--- src/rtl/ps2_pkg.sv ---
// PS/2 host-transmit shared types, command constants and default timing.
// Timing defaults assume a 50 MHz core clock.
package ps2_pkg;

  typedef enum logic [2:0] {
    S_IDLE,
    S_INHIBIT,
    S_REQ,
    S_WAIT_CLK,
    S_XFER,
    S_DONE,
    S_ERR
  } ps2_tx_state_t;

  localparam logic [7:0] PS2_CMD_SETLED = 8'hED;
  localparam logic [7:0] PS2_CMD_RESET  = 8'hFF;
  localparam logic [7:0] PS2_ACK        = 8'hFA;
  localparam logic [7:0] PS2_BREAK      = 8'hF0;

  localparam int PS2_INHIBIT_CYCLES = 5000;
  localparam int PS2_START_TIMEOUT  = 750000;
  localparam int PS2_XFER_TIMEOUT   = 100000;
  localparam int PS2_TIMER_W        = 20;

  // {stop, odd parity, data}; shifted out LSB first.
  function automatic logic [9:0] ps2_frame(input logic [7:0] data);
    return {1'b1, ~(^data), data};
  endfunction

endpackage

--- src/rtl/ps2_host_tx_if.sv ---
// Command handshake plus PS/2 pin sense/drive bundle for the host transmitter.
// slave = transmitter side, master = command issuer / pin environment.
interface ps2_host_tx_if;
  logic [7:0] cmd_data;
  logic       cmd_send;
  logic       cmd_busy;
  logic       cmd_done;
  logic       cmd_error;
  logic       ps2_clk_in;
  logic       ps2_dat_in;
  logic       ps2_clk_oe;
  logic       ps2_dat_oe;

  modport master (
    output cmd_data, cmd_send, ps2_clk_in, ps2_dat_in,
    input  cmd_busy, cmd_done, cmd_error, ps2_clk_oe, ps2_dat_oe
  );

  modport slave (
    input  cmd_data, cmd_send, ps2_clk_in, ps2_dat_in,
    output cmd_busy, cmd_done, cmd_error, ps2_clk_oe, ps2_dat_oe
  );
endinterface

--- src/rtl/ps2_edge_sync.sv ---
// Two-flop synchronizer and one-register falling-edge detect for a PS/2 pin.
// o_sync lags the pin by 2 cycles; o_fall is valid the cycle o_sync first reads 0.
module ps2_edge_sync (
  input  logic clk,
  input  logic rst_n,
  input  logic i_async,
  output logic o_sync,
  output logic o_fall
);
  logic r_meta;
  logic r_sync;
  logic r_prev;

  // Reset to the idle-high line level so reset release never looks like an edge.
  always_ff @(posedge clk or negedge rst_n) begin
    if (!rst_n) begin
      r_meta <= 1'b1;
      r_sync <= 1'b1;
      r_prev <= 1'b1;
    end else begin
      r_meta <= i_async;
      r_sync <= r_meta;
      r_prev <= r_sync;
    end
  end

  assign o_sync = r_sync;
  assign o_fall = r_prev & ~r_sync;
endmodule

--- src/rtl/ps2_host_tx.sv ---
// Sends one byte host-to-device over PS/2 and checks the device ACK; one send at a time,
// cmd_send is ignored while busy. Pin edge to dat_oe update: 3 cycles.
module ps2_host_tx
  import ps2_pkg::*;
#(
  parameter int INHIBIT_CYCLES = PS2_INHIBIT_CYCLES,
  parameter int START_TIMEOUT  = PS2_START_TIMEOUT,
  parameter int XFER_TIMEOUT   = PS2_XFER_TIMEOUT
) (
  input logic           CLOCK_50,
  input logic           resetn,
  ps2_host_tx_if.slave  bus
);
  localparam logic [PS2_TIMER_W-1:0] INHIBIT_LAST = PS2_TIMER_W'(INHIBIT_CYCLES - 1);
  localparam logic [PS2_TIMER_W-1:0] START_LAST   = PS2_TIMER_W'(START_TIMEOUT - 1);
  localparam logic [PS2_TIMER_W-1:0] XFER_LAST    = PS2_TIMER_W'(XFER_TIMEOUT - 1);

  ps2_tx_state_t          r_state;
  logic [9:0]             r_shift;
  logic [3:0]             r_edge_cnt;
  logic [PS2_TIMER_W-1:0] r_timer;
  logic                   r_busy;
  logic                   r_done;
  logic                   r_error;
  logic                   r_clk_oe;
  logic                   r_dat_oe;

  logic w_clk_sync;
  logic w_clk_fall;
  logic w_dat_sync;
  logic w_dat_fall;
  logic w_unused;

  ps2_edge_sync u_clk_sync (
    .clk    (CLOCK_50),
    .rst_n  (resetn),
    .i_async(bus.ps2_clk_in),
    .o_sync (w_clk_sync),
    .o_fall (w_clk_fall)
  );

  ps2_edge_sync u_dat_sync (
    .clk    (CLOCK_50),
    .rst_n  (resetn),
    .i_async(bus.ps2_dat_in),
    .o_sync (w_dat_sync),
    .o_fall (w_dat_fall)
  );

  // Only the receive path needs the CLK level and DAT edge.
  assign w_unused = w_clk_sync ^ w_dat_fall;

  always_ff @(posedge CLOCK_50 or negedge resetn) begin
    if (!resetn) begin
      r_state    <= S_IDLE;
      r_shift    <= '0;
      r_edge_cnt <= '0;
      r_timer    <= '0;
      r_busy     <= 1'b0;
      r_done     <= 1'b0;
      r_error    <= 1'b0;
      r_clk_oe   <= 1'b0;
      r_dat_oe   <= 1'b0;
    end else begin
      r_timer <= r_timer + PS2_TIMER_W'(1);
      r_done  <= 1'b0;
      r_error <= 1'b0;
      unique case (r_state)
        S_IDLE: begin
          r_timer <= '0;
          if (bus.cmd_send) begin
            r_shift  <= ps2_frame(bus.cmd_data);
            r_busy   <= 1'b1;
            r_clk_oe <= 1'b1;
            r_state  <= S_INHIBIT;
          end
        end
        S_INHIBIT: begin
          if (r_timer == INHIBIT_LAST) begin
            r_dat_oe <= 1'b1;
            r_timer  <= '0;
            r_state  <= S_REQ;
          end
        end
        S_REQ: begin
          r_clk_oe <= 1'b0;
          r_timer  <= '0;
          r_state  <= S_WAIT_CLK;
        end
        S_WAIT_CLK: begin
          if (w_clk_fall) begin
            r_dat_oe   <= ~r_shift[0];
            r_shift    <= r_shift >> 1;
            r_edge_cnt <= 4'd1;
            r_timer    <= '0;
            r_state    <= S_XFER;
          end else if (r_timer == START_LAST) begin
            r_error  <= 1'b1;
            r_clk_oe <= 1'b0;
            r_dat_oe <= 1'b0;
            r_timer  <= '0;
            r_state  <= S_ERR;
          end
        end
        S_XFER: begin
          if (w_clk_fall) begin
            r_edge_cnt <= r_edge_cnt + 4'd1;
            // Edge 11 is the device ACK; earlier edges each present the next frame bit.
            if (r_edge_cnt == 4'd10) begin
              r_done   <= ~w_dat_sync;
              r_error  <= w_dat_sync;
              r_clk_oe <= 1'b0;
              r_dat_oe <= 1'b0;
              r_timer  <= '0;
              r_state  <= w_dat_sync ? S_ERR : S_DONE;
            end else begin
              r_dat_oe <= ~r_shift[0];
              r_shift  <= r_shift >> 1;
            end
          end else if (r_timer == XFER_LAST) begin
            r_error  <= 1'b1;
            r_clk_oe <= 1'b0;
            r_dat_oe <= 1'b0;
            r_timer  <= '0;
            r_state  <= S_ERR;
          end
        end
        S_DONE, S_ERR: begin
          r_busy  <= 1'b0;
          r_timer <= '0;
          r_state <= S_IDLE;
        end
        default: begin
          r_state <= S_IDLE;
        end
      endcase
    end
  end

  assign bus.cmd_busy   = r_busy;
  assign bus.cmd_done   = r_done;
  assign bus.cmd_error  = r_error;
  assign bus.ps2_clk_oe = r_clk_oe;
  assign bus.ps2_dat_oe = r_dat_oe;
endmodule
--- src/flat_wrapper.sv ---
// flat-port wrapper written by rule: the top's interface ports become plain ports
module ps2_host_tx_flat import ps2_pkg::*;
#(
  parameter int INHIBIT_CYCLES = PS2_INHIBIT_CYCLES,
  parameter int START_TIMEOUT  = PS2_START_TIMEOUT,
  parameter int XFER_TIMEOUT   = PS2_XFER_TIMEOUT
)
  (CLOCK_50, resetn, bus_cmd_data, bus_cmd_send, bus_ps2_clk_in, bus_ps2_dat_in, bus_cmd_busy, bus_cmd_done, bus_cmd_error, bus_ps2_clk_oe, bus_ps2_dat_oe);
  ps2_host_tx_if bus_i ();
  input logic CLOCK_50;
  input logic resetn;
  input wire logic [$bits(bus_i.cmd_data)-1:0] bus_cmd_data;
  input wire logic [$bits(bus_i.cmd_send)-1:0] bus_cmd_send;
  input wire logic [$bits(bus_i.ps2_clk_in)-1:0] bus_ps2_clk_in;
  input wire logic [$bits(bus_i.ps2_dat_in)-1:0] bus_ps2_dat_in;
  output wire logic [$bits(bus_i.cmd_busy)-1:0] bus_cmd_busy;
  output wire logic [$bits(bus_i.cmd_done)-1:0] bus_cmd_done;
  output wire logic [$bits(bus_i.cmd_error)-1:0] bus_cmd_error;
  output wire logic [$bits(bus_i.ps2_clk_oe)-1:0] bus_ps2_clk_oe;
  output wire logic [$bits(bus_i.ps2_dat_oe)-1:0] bus_ps2_dat_oe;
  assign bus_i.cmd_data = bus_cmd_data;
  assign bus_i.cmd_send = bus_cmd_send;
  assign bus_i.ps2_clk_in = bus_ps2_clk_in;
  assign bus_i.ps2_dat_in = bus_ps2_dat_in;
  assign bus_cmd_busy = bus_i.cmd_busy;
  assign bus_cmd_done = bus_i.cmd_done;
  assign bus_cmd_error = bus_i.cmd_error;
  assign bus_ps2_clk_oe = bus_i.ps2_clk_oe;
  assign bus_ps2_dat_oe = bus_i.ps2_dat_oe;
  ps2_host_tx #(.INHIBIT_CYCLES(INHIBIT_CYCLES), .START_TIMEOUT(START_TIMEOUT), .XFER_TIMEOUT(XFER_TIMEOUT)) u_core (.CLOCK_50(CLOCK_50), .resetn(resetn), .bus(bus_i));
endmodule
--- config.mk ---
export PLATFORM = sky130hd
export DESIGN_NAME = ps2_host_tx_flat
export DESIGN_NICKNAME = d
export VERILOG_FILES = /design/src/rtl/ps2_pkg.sv /design/src/rtl/ps2_host_tx_if.sv /design/src/rtl/ps2_edge_sync.sv /design/src/rtl/ps2_host_tx.sv /design/src/flat_wrapper.sv
export SDC_FILE = /design/constraint.sdc
export NUM_CORES = 1
export LEC_CHECK = 0
export BUFFER_PORTS_ARGS = -buffer_cell sky130_fd_sc_hd__buf_2
export CAP_MARGIN = 20
export CORE_ASPECT_RATIO = 1.75
export CORE_UTILIZATION = 39
export CTS_CLUSTER_SIZE = 25
export DETAILED_ROUTE_END_ITERATION = 7
export PLACE_DENSITY_LB_ADDON = 0.2
export SYNTH_ARGS = -nofsm -noshare
export SYNTH_HDL_FRONTEND = slang
export SYNTH_SLANG_ARGS = --single-unit
--- constraint.sdc ---
create_clock -name CLOCK_50 -period 5.5 [get_ports CLOCK_50]
set_clock_uncertainty 0.15 [all_clocks]
set_input_delay 1.375 -clock CLOCK_50 [delete_from_list [all_inputs] [get_ports CLOCK_50]]
set_output_delay 1.375 -clock CLOCK_50 [all_outputs]
set_load 0.03 [all_outputs]
# Word level (Yosys, flattened, before mapping)
# Cells that the tools add are included.
# totals
regBits	47
latch_bits	0
ram_bits	0
romBits	0
inputBits	13
out_inout_bits	5
n_memories	0
# op_classes
addsub	2
n_mul	0
n_div	0
order_cmp	0
n_eq_ne	20
n_shift	0
mux	46
bitwise	5
n_reduce_logical	15
# ops
op	n
two-way mux 20 bit	6
one-hot mux 20 bit (4 select lines)	1
two-way mux 10 bit	4
one-hot mux 10 bit (3 select lines)	1
two-way mux 3 bit	7
adder 20 x 1 -> 20 bit (second input constant)	1
== test 20 x 13 -> 1 bit (second input constant)	1
== test 20 x 17 -> 1 bit (second input constant)	1
== test 20 bit (second input constant)	1
two-way mux 1 bit	18
one-hot mux 3 bit (5 select lines)	1
!= test 2 bit (second input constant)	5
AND reduction 5 bit	2
== test 3 bit (second input constant)	3
!= test 3 x 2 -> 1 bit (second input constant)	3
two-way mux 4 bit	2
one-hot mux 4 bit (2 select lines)	1
XOR reduction 8 bit	1
== test 3 x 2 -> 1 bit (second input constant)	2
AND reduction 6 bit	1
nonzero test 3 bit	2
adder 4 x 1 -> 4 bit (second input constant)	1
== test 4 bit (second input constant)	1
!= test 2 x 1 -> 1 bit (second input constant)	2
15 further kinds	20

# Longest topological paths before layout
# depth
word_depth	4
mapped_depth	8

# Modules after synthesis
# A second synthesis with hierarchy kept.
# unflattened
cells_unflattened	253
hier_area_um2	2467.4
# modules_own_cells
module	n_inst	cells_per_inst	area_each_um2	seq_area_each_um2
ps2_host_tx	1	245	2282.2	1051.0
ps2_edge_sync	2	4	92.6	78.8

# Worst setup path after synthesis
# OpenSTA, ideal clock, no wires.
# synth_timing
kind	in2reg
start	input port bus_cmd_send
end	register u_core.r_shift[7]
setup_time_ns	0.136
arrival_time_ns	2.137
t_required_ns	5.214
setup_slack_ns	3.076
stages	3
n_path_buf	1
cell_sequence	a2bb2oi_1 -> clkbuf_1 -> o21ai_0
# synth_between
elab_chain_cells	2
# synth_rtl
item	line	source
start: declaration	flat_wrapper.sv:13	input wire logic [$bits(bus_i.cmd_send)-1:0] bus_cmd_send;
!= test 2 bit (no line)	--	
AND reduction 5 bit (no line)	--	
end signal: assignment	ps2_host_tx.sv:72	r_shift <= ps2_frame(bus.cmd_data);
end signal: assignment	ps2_host_tx.sv:93	r_shift <= r_shift >> 1;
end signal: assignment	ps2_host_tx.sv:118	r_shift <= r_shift >> 1;
end: declaration	ps2_host_tx.sv:19	logic [9:0] r_shift;
# No other way between the ends.
# A chain may end at the register's enable or synchronous reset.

# Final worst setup path
# layout_timing
start	register u_core.r_clk_oe, in the netlist u_core.bus.ps2_clk_oe
end	output port bus_ps2_clk_oe
# layout_rtl
item	line	source
start: declaration	ps2_host_tx.sv:25	logic r_clk_oe;
start signal: assignment	ps2_host_tx.sv:62	r_clk_oe <= 1'b0;
start signal: assignment	ps2_host_tx.sv:74	r_clk_oe <= 1'b1;
start signal: assignment	ps2_host_tx.sv:86	r_clk_oe <= 1'b0;
end: declaration	flat_wrapper.sv:19	output wire logic [$bits(bus_i.ps2_clk_oe)-1:0] bus_ps2_clk_oe;
# No word-level cell between the ends.

==> flow_metrics.env <==
export IMPL_clkLatencyLatePin_ps=310
export IMPL_avgSynthCellArea_um2=9.85
export IMPL_pwr_density_cell_mw_per_mm2=233
export IMPL_tightest_slew_ps=713
export IMPL_synthDistinctLibCells=45
export IMPL_slew_violations=0
export IMPL_cp_end_kind="output port"
export IMPL_grt_max_degree=48
export IMPL_min_to="u_core.u_dat_sync.o_sync"
export IMPL_outcome="completed"
export IMPL_rows=37
export IMPL_final_nets=282
export IMPL_htreeDepth=2
export IMPL_timing_reg2reg_setup_slack_ps=3150
export IMPL_setup_slack_ps=3070
export IMPL_critPathArrivalTime_ps=900
export IMPL_n_antenna_cell=0
export IMPL_maxCapViolations=0
export IMPL_post_cts_setup_buffer_count=0
export IMPL_power_switching_uw=138
export IMPL_finalCritPeriodShare_pct=44.1
export IMPL_postCtsHoldBufs=0
export IMPL_multi_input_area_mm2=0.00119
export IMPL_layout_drive_gt1_share_pct=16.1
export IMPL_path_cells="buf_2"
export IMPL_reg2reg_from="u_core.r_timer[5]"
export IMPL_coreArea_mm2=0.00593
export IMPL_synth_most_common_cell="dfrtp_1"
export IMPL_r2r_worst_path_cells=5
export IMPL_ys_flop_type="dfrtp_1"
export IMPL_dp_slack_ps=2910
export IMPL_leakagePower_nw=1.27
export IMPL_maxSlewHeadroom_pct=52.1
export IMPL_yosys_area_top_type="dfrtp_1"
export IMPL_grt_total_usage_pct=17.7
export IMPL_vias=1792
export IMPL_antenna_found_initial=0
export IMPL_numPortBuffers=17
export IMPL_syn_nets=263
export IMPL_routabilityCongestion=0.835
export IMPL_ctsResizeCount=0
export IMPL_max_freq_mhz=412
export IMPL_cts_root_buf="clkbuf_8"
export IMPL_yosysWarnings=0
export IMPL_p_int_uw=497
export IMPL_synthCells=247
export IMPL_crit_buf_inv=1
export IMPL_grt_pass1_wl_um=8560
export IMPL_critPathLaunchType="flip-flop"
export IMPL_first_pass_iters=4
export IMPL_clkTransAtPathRegs_ps=90
export IMPL_synth_area_top_cells="dfrtp_1, dfstp_2, xnor2_1, nor2_1, xor2_1"
export IMPL_layout_min_cycle_time_ps=2430
export IMPL_overflow=0
export IMPL_cp_max_fo=3
export IMPL_syn_area_mm2=0.00243
export IMPL_drt_wl_total_um=4890
export IMPL_whs_path_depth=0
export IMPL_p_sw_share_pct=21.7
export IMPL_die_w_um=61.7
export IMPL_p_clk_share_pct=40.1
export IMPL_combinationalPowerShare_pct=4.8
export IMPL_vias_per_cell=5.19
export IMPL_setup_tns_ps=0
export IMPL_fin_area_mm2=0.00273
export IMPL_num_io_pins=18
export IMPL_finalSetupViolations=0
export IMPL_place_detailed_hpwl_um=3600
export IMPL_numCtsBuffers=5
export IMPL_async_flop_share_pct=100
export IMPL_drcViolationCount=0
export IMPL_area_growth_pct=12.1
export IMPL_drtIter0Drc=97
export IMPL_hold_viol_final=0
export IMPL_rsz0062_at_grt="false"
export IMPL_vdd_drop_max_mv=0.119
export IMPL_seqCellArea_mm2=0.00118
export IMPL_p_seq_share_pct=55.1
export IMPL_postRouteAntennaNets=0
export IMPL_cts_buffer_depth=2
export IMPL_die_height_um=106
export IMPL_postPlaceCellArea_mm2=0.00259
export IMPL_critPathMaxStageDelay_ps=410
export IMPL_synth_yosys_seq_area_share_pct=48.6
export IMPL_fill_cells=619
export IMPL_grt_pass1_vias=1804
export IMPL_synth_common_cells="dfrtp_1, nor2_1, nand2_1, o21ai_0, xnor2_1"
export IMPL_initial_utilization_pct=41.0
export IMPL_worstSetupPathType="reg -> out"
export IMPL_slowest_stage="dfrtp_1"
export IMPL_synth_seq_cells=47
export IMPL_worstHoldPathType="reg -> reg"
export IMPL_synth_edf_count=0
export IMPL_cp_required_ps=3970
export IMPL_cts_num_sinks=47
export IMPL_reg2reg_to="u_core.bus.ps2_dat_oe"
export IMPL_min_delay_start="u_core.u_dat_sync.r_meta"
export IMPL_crit_family="flip-flops"
export IMPL_synth_top_area_share_pct=43.2
export IMPL_routedWlPerCell_um=14.2
export IMPL_dieArea_mm2=0.00657
export IMPL_cts_tree="yes"
## power by group through the flow
stage | Combinational [mW] | Clock [mW] | Sequential, mW
after CTS | 0.0298 | 0.268 | 0.350
after detailed placement | 0.0295 | 0 | 0.357
after floorplan | 0.0144 | 0 | 0.356
after global placement | 0.0294 | 0 | 0.357
final | 0.0303 | 0.255 | 0.350
after global routing | 0.0346 | 0.283 | 0.350
## metal layers
layer | part of all wire [%] | GRT usage [%]
met5 | 0 | 0
met3 | 2.6 | 4.01
met4 | 2.7 | 8.10
met1 | 40 | 19.9
met2 | 55 | 30.3
## logic make-up (layout without fill, tap and decap cells)
logic type	Yosys count	in the layout	synth area share, %
AOI/OAI and AO/OA	40	40	10.2
xor gates and xnor gates	25	25	9.00
adders and majority gates	3	3	1.54
buffers and inverters	14	34	2.52
DFF	47	47	48.6
muxes	10	10	4.17
and+or+nand+nor	108	108	24.0
## per-stage QoR
step                      total power [mW]  hold WS (ps)  util (%)  cells
after floorplan                      0.371           195         -    247
after global placement               0.386           197      43.5    334
after detailed placement             0.386           203      43.7    335
after CTS                            0.647           217      45.6    343
after global routing                 0.668           220      46.0    345
final                                0.635           213      46.0    345
## registers in the layout, indices dropped and copies added (netlist names)
name / count
u_core.r_timer: 20
u_core.r_shift: 10
u_core.r_edge_cnt: 4
u_core.r_state: 3
u_core.bus.cmd_busy: 1
u_core.bus.cmd_done: 1
u_core.bus.cmd_error: 1
u_core.bus.ps2_clk_oe: 1
u_core.bus.ps2_dat_oe: 1
u_core.u_clk_sync.o_sync: 1
u_core.u_clk_sync.r_meta: 1
u_core.u_clk_sync.r_prev: 1
u_core.u_dat_sync.o_sync: 1
u_core.u_dat_sync.r_meta: 1
## placed cells by master, fill, tap and decap left out, types with 2 or more instances in the layout
master     n
o21ai_0   15
nor2_1    30
ha_1       3
o31ai_1    3
a31oi_1    2
mux2i_1    9
nand3_1   12
inv_1      5
nor2b_1    4
nand4b_1   2
clkbuf_8   5
a21oi_1    8
dfrtp_1   42
xnor2_1   14
nor3_1     6
xor2_1    11
nand2b_1   4
a21o_1     4
a31o_2     2
or4b_4     2
nand4_1    6
nand2_1   25
and3_1     2
nor4_1     5
buf_2     17
buf_4      3
dfstp_2    5
## layout make-up
cell class	instances	share of cell area, %
inverter	5	0.688
tap	78	3.58
multi-input combinational	186	43.6
clock inverter	3	1.61
clock buffer	5	2.52
sequential	47	43.3
timing repair buffer	21	4.68
## worst max path at each step
| stage | from | end | slack, ps | cells after the start |
|---|---|---|---|---|
| 3_5_place_dp | bus_cmd_send | u_core.r_shift[5] | 2910 | 4 |
| 4_1_cts | u_core.r_state[2] | u_core.r_shift[8] | 3050 | 4 |
| 2_1_floorplan | bus_cmd_send | u_core.r_shift[7] | 3080 | 3 |
| 5_1_grt | u_core.bus.ps2_clk_oe | bus_ps2_clk_oe | 3010 | 1 |
| 6_report | u_core.bus.ps2_clk_oe | bus_ps2_clk_oe | 3070 | 1 |
| 3_3_place_gp | bus_cmd_send | u_core.r_shift[4] | 2600 | 3 |
Note: power is estimated with default switching activity, not from simulation.
